File: config.mk
export PLATFORM = sky130hd
export DESIGN_NAME = phys_reg_alloc
export DESIGN_NICKNAME = d
export VERILOG_FILES = /design/src/rtl/mips_core_pkg.sv /design/src/rtl/phys_free_fifo.sv /design/src/rtl/phys_reg_alloc.sv
export SDC_FILE = /design/constraint.sdc
export NUM_CORES = 1
export LEC_CHECK = 0
export ABC_AREA = 1
export CORE_ASPECT_RATIO = 0.5
export CORE_MARGIN = 2
export CORE_UTILIZATION = 60
export CTS_BUF_LIST = sky130_fd_sc_hd__clkbuf_16
export DETAILED_ROUTE_END_ITERATION = 6
export PLACE_DENSITY = 0.88
export SLEW_MARGIN = 20
export SYNTH_ARGS = -nofsm -noshare
export SYNTH_HDL_FRONTEND = slang
export SYNTH_HIERARCHICAL = 1
export SYNTH_SLANG_ARGS = --single-unit
File: constraint.sdc
create_clock -name clk -period 6.7 [get_ports clk]
set_input_delay 0.67 -clock clk [delete_from_list [all_inputs] [get_ports clk]]
set_output_delay 0.67 -clock clk [all_outputs]
set_load 0.05 [all_outputs]
File: src/rtl/mips_core_pkg.sv
// mips_core_pkg
// Shared constants and types for the renamed register file.
//   NUM_PHYS   - physical register count (power of two)
//   NUM_ARCH   - architectural register count
//   TAG_W      - width of a physical register tag
//   phys_tag_t - physical register tag type
//   PHYS_ZERO  - tag of the hard-wired $zero physical register
package mips_core_pkg;

  localparam int NUM_PHYS = 64;
  localparam int NUM_ARCH = 32;
  localparam int TAG_W    = 6;

  typedef logic [TAG_W-1:0] phys_tag_t;

  localparam phys_tag_t PHYS_ZERO = {TAG_W{1'b0}};

endpackage

File: src/rtl/phys_free_fifo.sv
// phys_free_fifo
// Circular buffer of free physical register tags with head/tail pointers and
// an occupancy count. Push and pop may happen in the same cycle. On reset the
// first FILL_COUNT entries are loaded with consecutive tags starting at
// FILL_BASE.
// Ports:
//   clk, rst   - clock, synchronous active-high reset
//   push       - write push_tag at tail (caller guarantees not full)
//   push_tag   - tag to write
//   pop        - advance head (caller guarantees not empty)
//   head_tag   - entry at head
//   count      - number of valid entries (registered)
module phys_free_fifo #(
  parameter int DEPTH      = 63,
  parameter int TAG_W      = 6,
  parameter int FILL_COUNT = 32,
  parameter int FILL_BASE  = 32
) (
  input  logic             clk,
  input  logic             rst,
  input  logic             push,
  input  logic [TAG_W-1:0] push_tag,
  input  logic             pop,
  output logic [TAG_W-1:0] head_tag,
  output logic [TAG_W:0]   count
);

  localparam int PTR_W = $clog2(DEPTH);

  logic [TAG_W-1:0] mem_q [DEPTH];
  logic [TAG_W-1:0] mem_d [DEPTH];
  logic [PTR_W-1:0] head_q, head_d;
  logic [PTR_W-1:0] tail_q, tail_d;
  logic [TAG_W:0]   count_q, count_d;

  // Pointer increment with wrap at DEPTH (not a power of two).
  function automatic logic [PTR_W-1:0] ptr_inc(input logic [PTR_W-1:0] p);
    if (p == PTR_W'(DEPTH - 1)) begin
      return {PTR_W{1'b0}};
    end else begin
      return p + PTR_W'(1);
    end
  endfunction

  // Next-state for storage, pointers and count.
  always_comb begin
    mem_d   = mem_q;
    head_d  = head_q;
    tail_d  = tail_q;
    count_d = count_q;
    if (push) begin
      mem_d[tail_q] = push_tag;
      tail_d        = ptr_inc(tail_q);
    end else begin
      tail_d = tail_q;
    end
    if (pop) begin
      head_d = ptr_inc(head_q);
    end else begin
      head_d = head_q;
    end
    case ({push, pop})
      2'b10:   count_d = count_q + (TAG_W+1)'(1);
      2'b01:   count_d = count_q - (TAG_W+1)'(1);
      default: count_d = count_q;
    endcase
  end

  // State registers with reset fill of the initial free tags.
  always_ff @(posedge clk) begin
    if (rst) begin
      for (int i = 0; i < DEPTH; i++) begin
        mem_q[i] <= (i < FILL_COUNT) ? TAG_W'(FILL_BASE + i) : {TAG_W{1'b0}};
      end
      head_q  <= {PTR_W{1'b0}};
      tail_q  <= PTR_W'(FILL_COUNT % DEPTH);
      count_q <= (TAG_W+1)'(FILL_COUNT);
    end else begin
      mem_q   <= mem_d;
      head_q  <= head_d;
      tail_q  <= tail_d;
      count_q <= count_d;
    end
  end

  assign head_tag = mem_q[head_q];
  assign count    = count_q;

endmodule

File: src/rtl/phys_reg_alloc.sv
// phys_reg_alloc
// Physical-register allocator and busy-bit scoreboard. Hands out one free tag
// per cycle to rename, accepts returned tags from commit, and tracks which
// physical registers are still waiting for write-back.
// Ports:
//   clk, rst               - clock, synchronous active-high reset
//   alloc_req              - rename wants a destination tag
//   alloc_ready, alloc_tag - free list non-empty / tag at head (combinational)
//   free_valid, free_tag   - commit returns a tag
//   wb_valid, wb_tag       - write-back of a physical register
//   rs_tag/rt_tag          - issue source tags to query
//   rs_busy/rt_busy        - source still pending (with same-cycle wb forward)
//   busy_bits              - full scoreboard (registered)
//   free_count             - free list occupancy (registered)
//   overflow_err           - sticky: push with list full, or tag 0 returned
module phys_reg_alloc
  import mips_core_pkg::*;
#(
  parameter int NUM_PHYS = mips_core_pkg::NUM_PHYS,
  parameter int NUM_ARCH = mips_core_pkg::NUM_ARCH,
  parameter int TAG_W    = mips_core_pkg::TAG_W
) (
  input  logic                clk,
  input  logic                rst,
  input  logic                alloc_req,
  output logic                alloc_ready,
  output logic [TAG_W-1:0]    alloc_tag,
  input  logic                free_valid,
  input  logic [TAG_W-1:0]    free_tag,
  input  logic                wb_valid,
  input  logic [TAG_W-1:0]    wb_tag,
  input  logic [TAG_W-1:0]    rs_tag,
  input  logic [TAG_W-1:0]    rt_tag,
  output logic                rs_busy,
  output logic                rt_busy,
  output logic [NUM_PHYS-1:0] busy_bits,
  output logic [TAG_W:0]      free_count,
  output logic                overflow_err
);

  localparam int DEPTH = NUM_PHYS - 1;
  localparam logic [TAG_W-1:0] ZERO_TAG = TAG_W'(PHYS_ZERO);

  logic [NUM_PHYS-1:0] busy_q, busy_d;
  logic                overflow_q, overflow_d;
  logic [TAG_W:0]      count_s;
  logic [TAG_W-1:0]    head_tag_s;
  logic                grant_s;
  logic                full_s;
  logic                bad_free_s;
  logic                push_s;

  phys_free_fifo #(
    .DEPTH      (DEPTH),
    .TAG_W      (TAG_W),
    .FILL_COUNT (NUM_PHYS - NUM_ARCH),
    .FILL_BASE  (NUM_ARCH)
  ) u_free_fifo (
    .clk      (clk),
    .rst      (rst),
    .push     (push_s),
    .push_tag (free_tag),
    .pop      (grant_s),
    .head_tag (head_tag_s),
    .count    (count_s)
  );

  // Grant/push decisions. Readiness depends only on the registered count, so
  // a tag freed this cycle cannot satisfy an allocation in the same cycle.
  always_comb begin
    alloc_ready = (count_s != (TAG_W+1)'(0));
    grant_s     = alloc_req && alloc_ready;
    full_s      = (count_s == (TAG_W+1)'(DEPTH));
    bad_free_s  = free_valid && ((free_tag == ZERO_TAG) || full_s);
    push_s      = free_valid && !bad_free_s;
  end

  // Scoreboard next state: wb clears first so a same-tag grant overrides the
  // stale write-back; $zero is forced clear.
  always_comb begin
    busy_d = busy_q;
    if (wb_valid && (wb_tag != ZERO_TAG)) begin
      busy_d[wb_tag] = 1'b0;
    end else begin
      busy_d = busy_d;
    end
    if (grant_s) begin
      busy_d[head_tag_s] = 1'b1;
    end else begin
      busy_d = busy_d;
    end
    busy_d[0] = 1'b0;
    overflow_d = overflow_q || bad_free_s;
  end

  // Scoreboard and sticky error registers.
  always_ff @(posedge clk) begin
    if (rst) begin
      busy_q     <= {NUM_PHYS{1'b0}};
      overflow_q <= 1'b0;
    end else begin
      busy_q     <= busy_d;
      overflow_q <= overflow_d;
    end
  end

  // Source queries forward a same-cycle write-back.
  always_comb begin
    rs_busy = busy_q[rs_tag] && !(wb_valid && (wb_tag == rs_tag));
    rt_busy = busy_q[rt_tag] && !(wb_valid && (wb_tag == rt_tag));
  end

  assign alloc_tag    = head_tag_s;
  assign busy_bits    = busy_q;
  assign free_count   = count_s;
  assign overflow_err = overflow_q;

endmodule

**After elaboration in Yosys (flattened, before gate mapping)**

Cells that the tools add are included.
W data, S select, Z words.

- Flip-flop bits (word level): 462
- Input port bits: 29
- Output and inout port bits: 81
- Logic and storage cells: 133

- Add/subtract/negate cells: 4
- Magnitude comparators: 9
- Eq/ne operators: 7
- Muxes and demuxes: 19
- Bitwise operators: 5
- Reduce and logical (&&, ||, !) cells: 20

Operators by type and width:

| operator | count |
|---|---|
| $bwmux W378 | 1 |
| $mux W64 | 2 |
| $and A64 B64 Y64 | 1 |
| $not A64 Y64 | 1 |
| $or A64 B64 Y64 | 1 |
| $bmux W6 S6 | 1 |
| $demux W6 S6 | 1 |
| $mux W6 | 5 |
| $lt A6 B7 Y1 const B | 4 |
| $ge A7 B7 Y1 const B | 2 |
| $not A6 Y7 | 2 |
| $pmux W7 S2 | 1 |
| $add A6 B1 Y6 const B | 2 |
| $bmux W1 S6 | 2 |
| $demux W1 S6 | 2 |
| $eq A6 B6 Y1 | 2 |
| $eq A6 B6 Y1 const B | 2 |
| $ge A6 B1 Y1 const B | 2 |
| $logic_and A1 B1 Y1 | 11 |
| $add A7 B1 Y7 const B | 1 |
| $eq A7 B6 Y1 const B | 1 |
| $lt A7 B1 Y1 const B | 1 |
| $reduce_bool A7 Y1 | 1 |
| $sub A7 B1 Y7 const B | 1 |
| other kinds (8) | 14 |

**Depth between registers and ports, before layout**

- Depth after elaboration: 10
- Depth in mapped cells: 20

**Cells and area by module**

The synthesis kept the hierarchy.

Modules (own cells, without submodules):

| module | instances | cells each | area each (um^2) | seq. area each (um^2) |
|---|---|---|---|---|
| phys_free_fifo | 1 | 2566 | 17807.1 | 7947.6 |
| phys_reg_alloc | 1 | 738 | 4511.8 | 1281.2 |

**Worst setup path after synthesis**

OpenSTA, ideal clock, no wires.

- Kind: input to output
- Start: input rt_tag[1]
- End: output rt_busy
- Arrival time: 2.212 ns
- Data required time: 6.030 ns
- Path slack: 3.818 ns
- Cell stages on the path: 9
- Buffers on the path: 2
- Cells stage by stage: buf_4 > inv_4 > buf_4 > nand3_1 > nand3_1 > nand3_1 > nand3_1 > nand3_1 > a21oi_1

- Word-level cells in the longest chain between the ends: 4
- Elaborated cells between the ends (all ways): 6
- Those cells by class: 1 x eq/ne; 2 x mux; 3 x reduce/logical

Ends and longest elaborated chain:

| element | RTL line | text |
|---|---|---|
| start, declared | phys_reg_alloc.sv:33 | `input logic [TAG_W-1:0] rt_tag,` |
| branches (longest 3 deep; another with $bmux W1 S6) | - |  |
| $logic_and A1 B1 Y1 (*) | phys_reg_alloc.sv:110 | `rt_busy = busy_q[rt_tag] && !(wb_valid && (wb_tag == rt_tag));` |
| end, declared | phys_reg_alloc.sv:35 | `output logic rt_busy,` |

Mark *: on every way between the ends. The select of a mux whose other input is x is not followed.

**Final worst setup path**

- Start: register u_free_fifo.head_q[0]
- End: output alloc_tag[1]

- Word-level cells in the longest chain between the ends: 4

Ends and longest elaborated chain:

| element | RTL line | text |
|---|---|---|
| start, declared | phys_free_fifo.sv:32 | `logic [PTR_W-1:0] head_q, head_d;` |
| start signal, assigned | phys_free_fifo.sv:75 | `head_q <= {PTR_W{1'b0}};` |
| $not A6 Y7 (not written as such) | phys_free_fifo.sv:86 | `assign head_tag = mem_q[head_q];` |
| $bmux W6 S6 | phys_free_fifo.sv:86 |  |
| $mux W6 (not written as such) (2 in series) | phys_free_fifo.sv:86 |  |
| end, declared | phys_reg_alloc.sv:27 | `output logic [TAG_W-1:0] alloc_tag,` |

No other way between the ends. The select of a mux whose other input is x is not followed.

==> flow_metrics.py <==
metrics = {
    "clock_tree": {
        "clock-sinks": 461,
        "h-tree-depth": 2,
        "clk_path_buf_depth": 3,
        "numCtsBuffers": 41,
        "hold_buffers": 0,
        "tritoncts": "done",
        "clk_pin_slew_ps": 70,
        "clockRootBuffer": "clkbuf_16",
        "clk_latency_ps": 560,
        "cts_resized": 0,
        "post_cts_buffers": 0,
    },
    "setup_path": {
        "crit_fanout": 75,
        "endpoint_kind": "output pin",
        "r2r_end": "busy_bits[4]$_SDFF_PP0_",
        "crit_chain": "clkinv_2 > buf_4 > buf_4 > nor2_1 > o21ai_0 > nand2_1 > nand3_1 > nand3_1 > nand2_1 > clkdlybuf4s50_1",
        "crit_family": "buffers and inverters",
        "r2r_cells": 14,
        "cp.required_ps": 6030,
        "crit_path_start_kind": "flop",
        "crit_arrival_ps": 4770,
        "rr_startpoint": "u_free_fifo/head_q[0]$_SDFFE_PP0P_",
        "cp_num_buf_inv": 4,
        "critPathMaxStageDelay_ps": 900,
        "rrSetupSlack_ps": 2110,
        "critPathKind": "reg2out",
        "cpMaxStageDelayCell": "dfxtp_4",
        "critPathLaunch": "u_free_fifo/head_q[0]$_SDFFE_PP0P_",
    },
    "placement": {
        "port_buffers": 108,
        "gp_congestion": 0.945,
        "dp.final_hpwl_um": 42700,
        "placed_area_um2": 23200,
    },
    "cells_and_area": {
        "final_util_pct": 67.1,
        "final_cell_mix": "799 x nand2_1, 459 x dfxtp_1, 373 x o21ai_0, 345 x a21oi_1, 310 x nor2_1",
        "drive_above_1_share_pct": 5.42,
        "fillers": 3021,
        "fin_area_um2": 24400,
        "area_growth_pct": 9.18,
        "layout_commonest_cell": "nand2_1",
        "final_net_count": 3292,
        "num_antenna_cells": 0,
    },
    "logic_synthesis": {
        "syn_nets": 3340,
        "yosysWarnings": 6,
        "synth_ff_type": "dfxtp_1",
        "avgSynthCellArea_um2": 6.76,
        "ys_seq_area_share_pct": 41.3,
        "synth_edf_count": 0,
        "async_reset_ff_share_pct": 0,
        "synth-seq-cells": 461,
        "synth_area_um2": 22300,
        "yosysUniqueCellTypes": 44,
        "syn-instance-count": 3304,
    },
    "route": {
        "routed.top_layer": "met5",
        "drc": 0,
        "vias": 23007,
        "wl_met2_um": 29700,
        "routed_wl_um": 69000,
        "wl_met1_um": 27300,
        "via_per_inst": 6.11,
        "first_iter_violations": 3437,
        "wl_met3_um": 8580,
        "ant_nets": 0,
        "post_drt_wl_per_cell_um": 18.3,
        "drt_first_pass_iters": 6,
    },
    "timing": {
        "rsz0062_at_grt": "no",
        "drv_slew": 0,
        "setup_violations": 0,
        "setup_tns_ps": 0,
        "hold_viol_final": 0,
        "tightest_slew_ps": 1130,
        "skew_ps": 16.6,
        "relSlewSlack_pct": 24.4,
        "max_freq_ghz": 0.184,
        "final.period_utilization_pct": 81.2,
        "finalCriticalPeriod_ps": 5440,
    },
    "floorplanning": {
        "die_width_um": 277,
        "die_area_um2": 38900,
        "fp.dieH_um": 140,
        "coreArea_um2": 36300,
        "num_rows": 49,
        "start_util_pct": 61.5,
        "pin_count": 110,
    },
    "pwr": {
        "total_power_mw": 5.89,
        "max-vdd-ir-drop_mv": 0.127,
        "power.density_nw_per_um2": 242,
        "p_leak_nw": 10.1,
    },
    "job": {
        "maxCapViolations": 0,
    },
    "min_path": {
        "hold-path-endpoint": "u_free_fifo/mem_q[65]$_SDFFE_PP0P_",
        "hold_depth": 2,
        "hold_class": "reg2reg",
        "hold_start": "u_free_fifo/mem_q[65]$_SDFFE_PP0P_",
    },
    "grt": {
        "antenna_found_initial": 1,
        "grt_max_degree": 164,
        "grtUsageTotal_pct": 34.7,
        "grt_pass1_wl_um": 110000,
        "first_global_vias": 21136,
        "overflow": 0,
    },
    "status": {
        "status": "finished, final reports clean",
    },
}
power breakdown:
part / leakage [nW] / total (mW) / switching (mW) / internal (mW)
Combinational: 5.78 / 0.839 / 0.623 / 0.216
Clock: 0.622 / 2.24 / 1.05 / 1.19
Sequential: 3.72 / 2.81 / 0.0487 / 2.77
cells in the mapped netlist, drive strengths merged, types with 3 or more instances:
library cell  count  area (um^2)
a211oi            6         45.0
a21boi            3         22.5
a21oi           352         1790
buf             111          616
clkbuf          111          437
clkinv            7         26.3
dfxtp           461         9230
ha                7         87.6
inv             270         1020
nand2           808         3090
nand3           253         1270
nand4            28          175
nor2            323         1250
nor3             14          120
nor4              4         25.0
o211ai          114          856
o21ai           409         2080
o22ai             3         18.8
xnor2             4         35.0
xor2              8         70.1
through the flow:
step	instances	hold slack (ps)	setup slack, ps
after floorplan	3304	420	3820
after global placement	3697	433	2000
after detailed placement	3697	444	2010
after CTS	3768	454	1400
after global routing	3768	470	1020
final	3768	452	1260
kinds of logic after synthesis:
group                    Yosys count  synth area share [%]
adder cells (fa/ha/maj)            7                 0.392
AND/OR/NAND/NOR                 1433                  26.7
other                              1                0.0168
AO/OA/AOI/OAI                    891                  21.7
buffers and inverters            499                  9.42
XOR/XNOR                          12                 0.471
flip-flops                       461                  41.3
routing by layer:
| metal | global-route usage (%) | vias to the layer above |
|---|---|---|
| met5 | 0 | - |
| met4 | 17.3 | 2 |
| met3 | 6.99 | 250 |
| met2 | 54.1 | 1467 |
| met1 | 46.2 | 10506 |
| li1 | - | 10782 |
tightest hold or removal path, cell delays in order, from the launching register on:
cell	delay (ps)
dfxtp_1	300
inv_1	60
a21oi_1	50
flip-flops by register name, indices dropped and copies added, names as in the netlist:
name                count
u_free_fifo/count       7
u_free_fifo/tail_q      6
busy_bits              63
u_free_fifo/mem_q     378
u_free_fifo/head_q      6
overflow_err            1
layout make-up:
class	instances	area, um^2	share of cell area, %
multi-input cells	2344	11000	45.2
flip-flops and latches	461	9230	37.9
repair buffers	131	1240	5.08
inverters	277	1060	4.34
clock buffers	41	1030	4.21
well taps	484	606	2.49
clock inverters	30	194	0.796
worst max-delay path by stage:
stage / to / slack, ps / depth (start not counted)
after floorplan: rt_busy / 3820 / 9
after global placement: alloc_tag[1] / 2000 / 10
after detailed placement: alloc_tag[0] / 2010 / 13
after CTS: alloc_tag[0] / 1400 / 10
after global routing: alloc_tag[1] / 1020 / 10
final: alloc_tag[1] / 1260 / 10
Power figures use the tool's default switching activity.
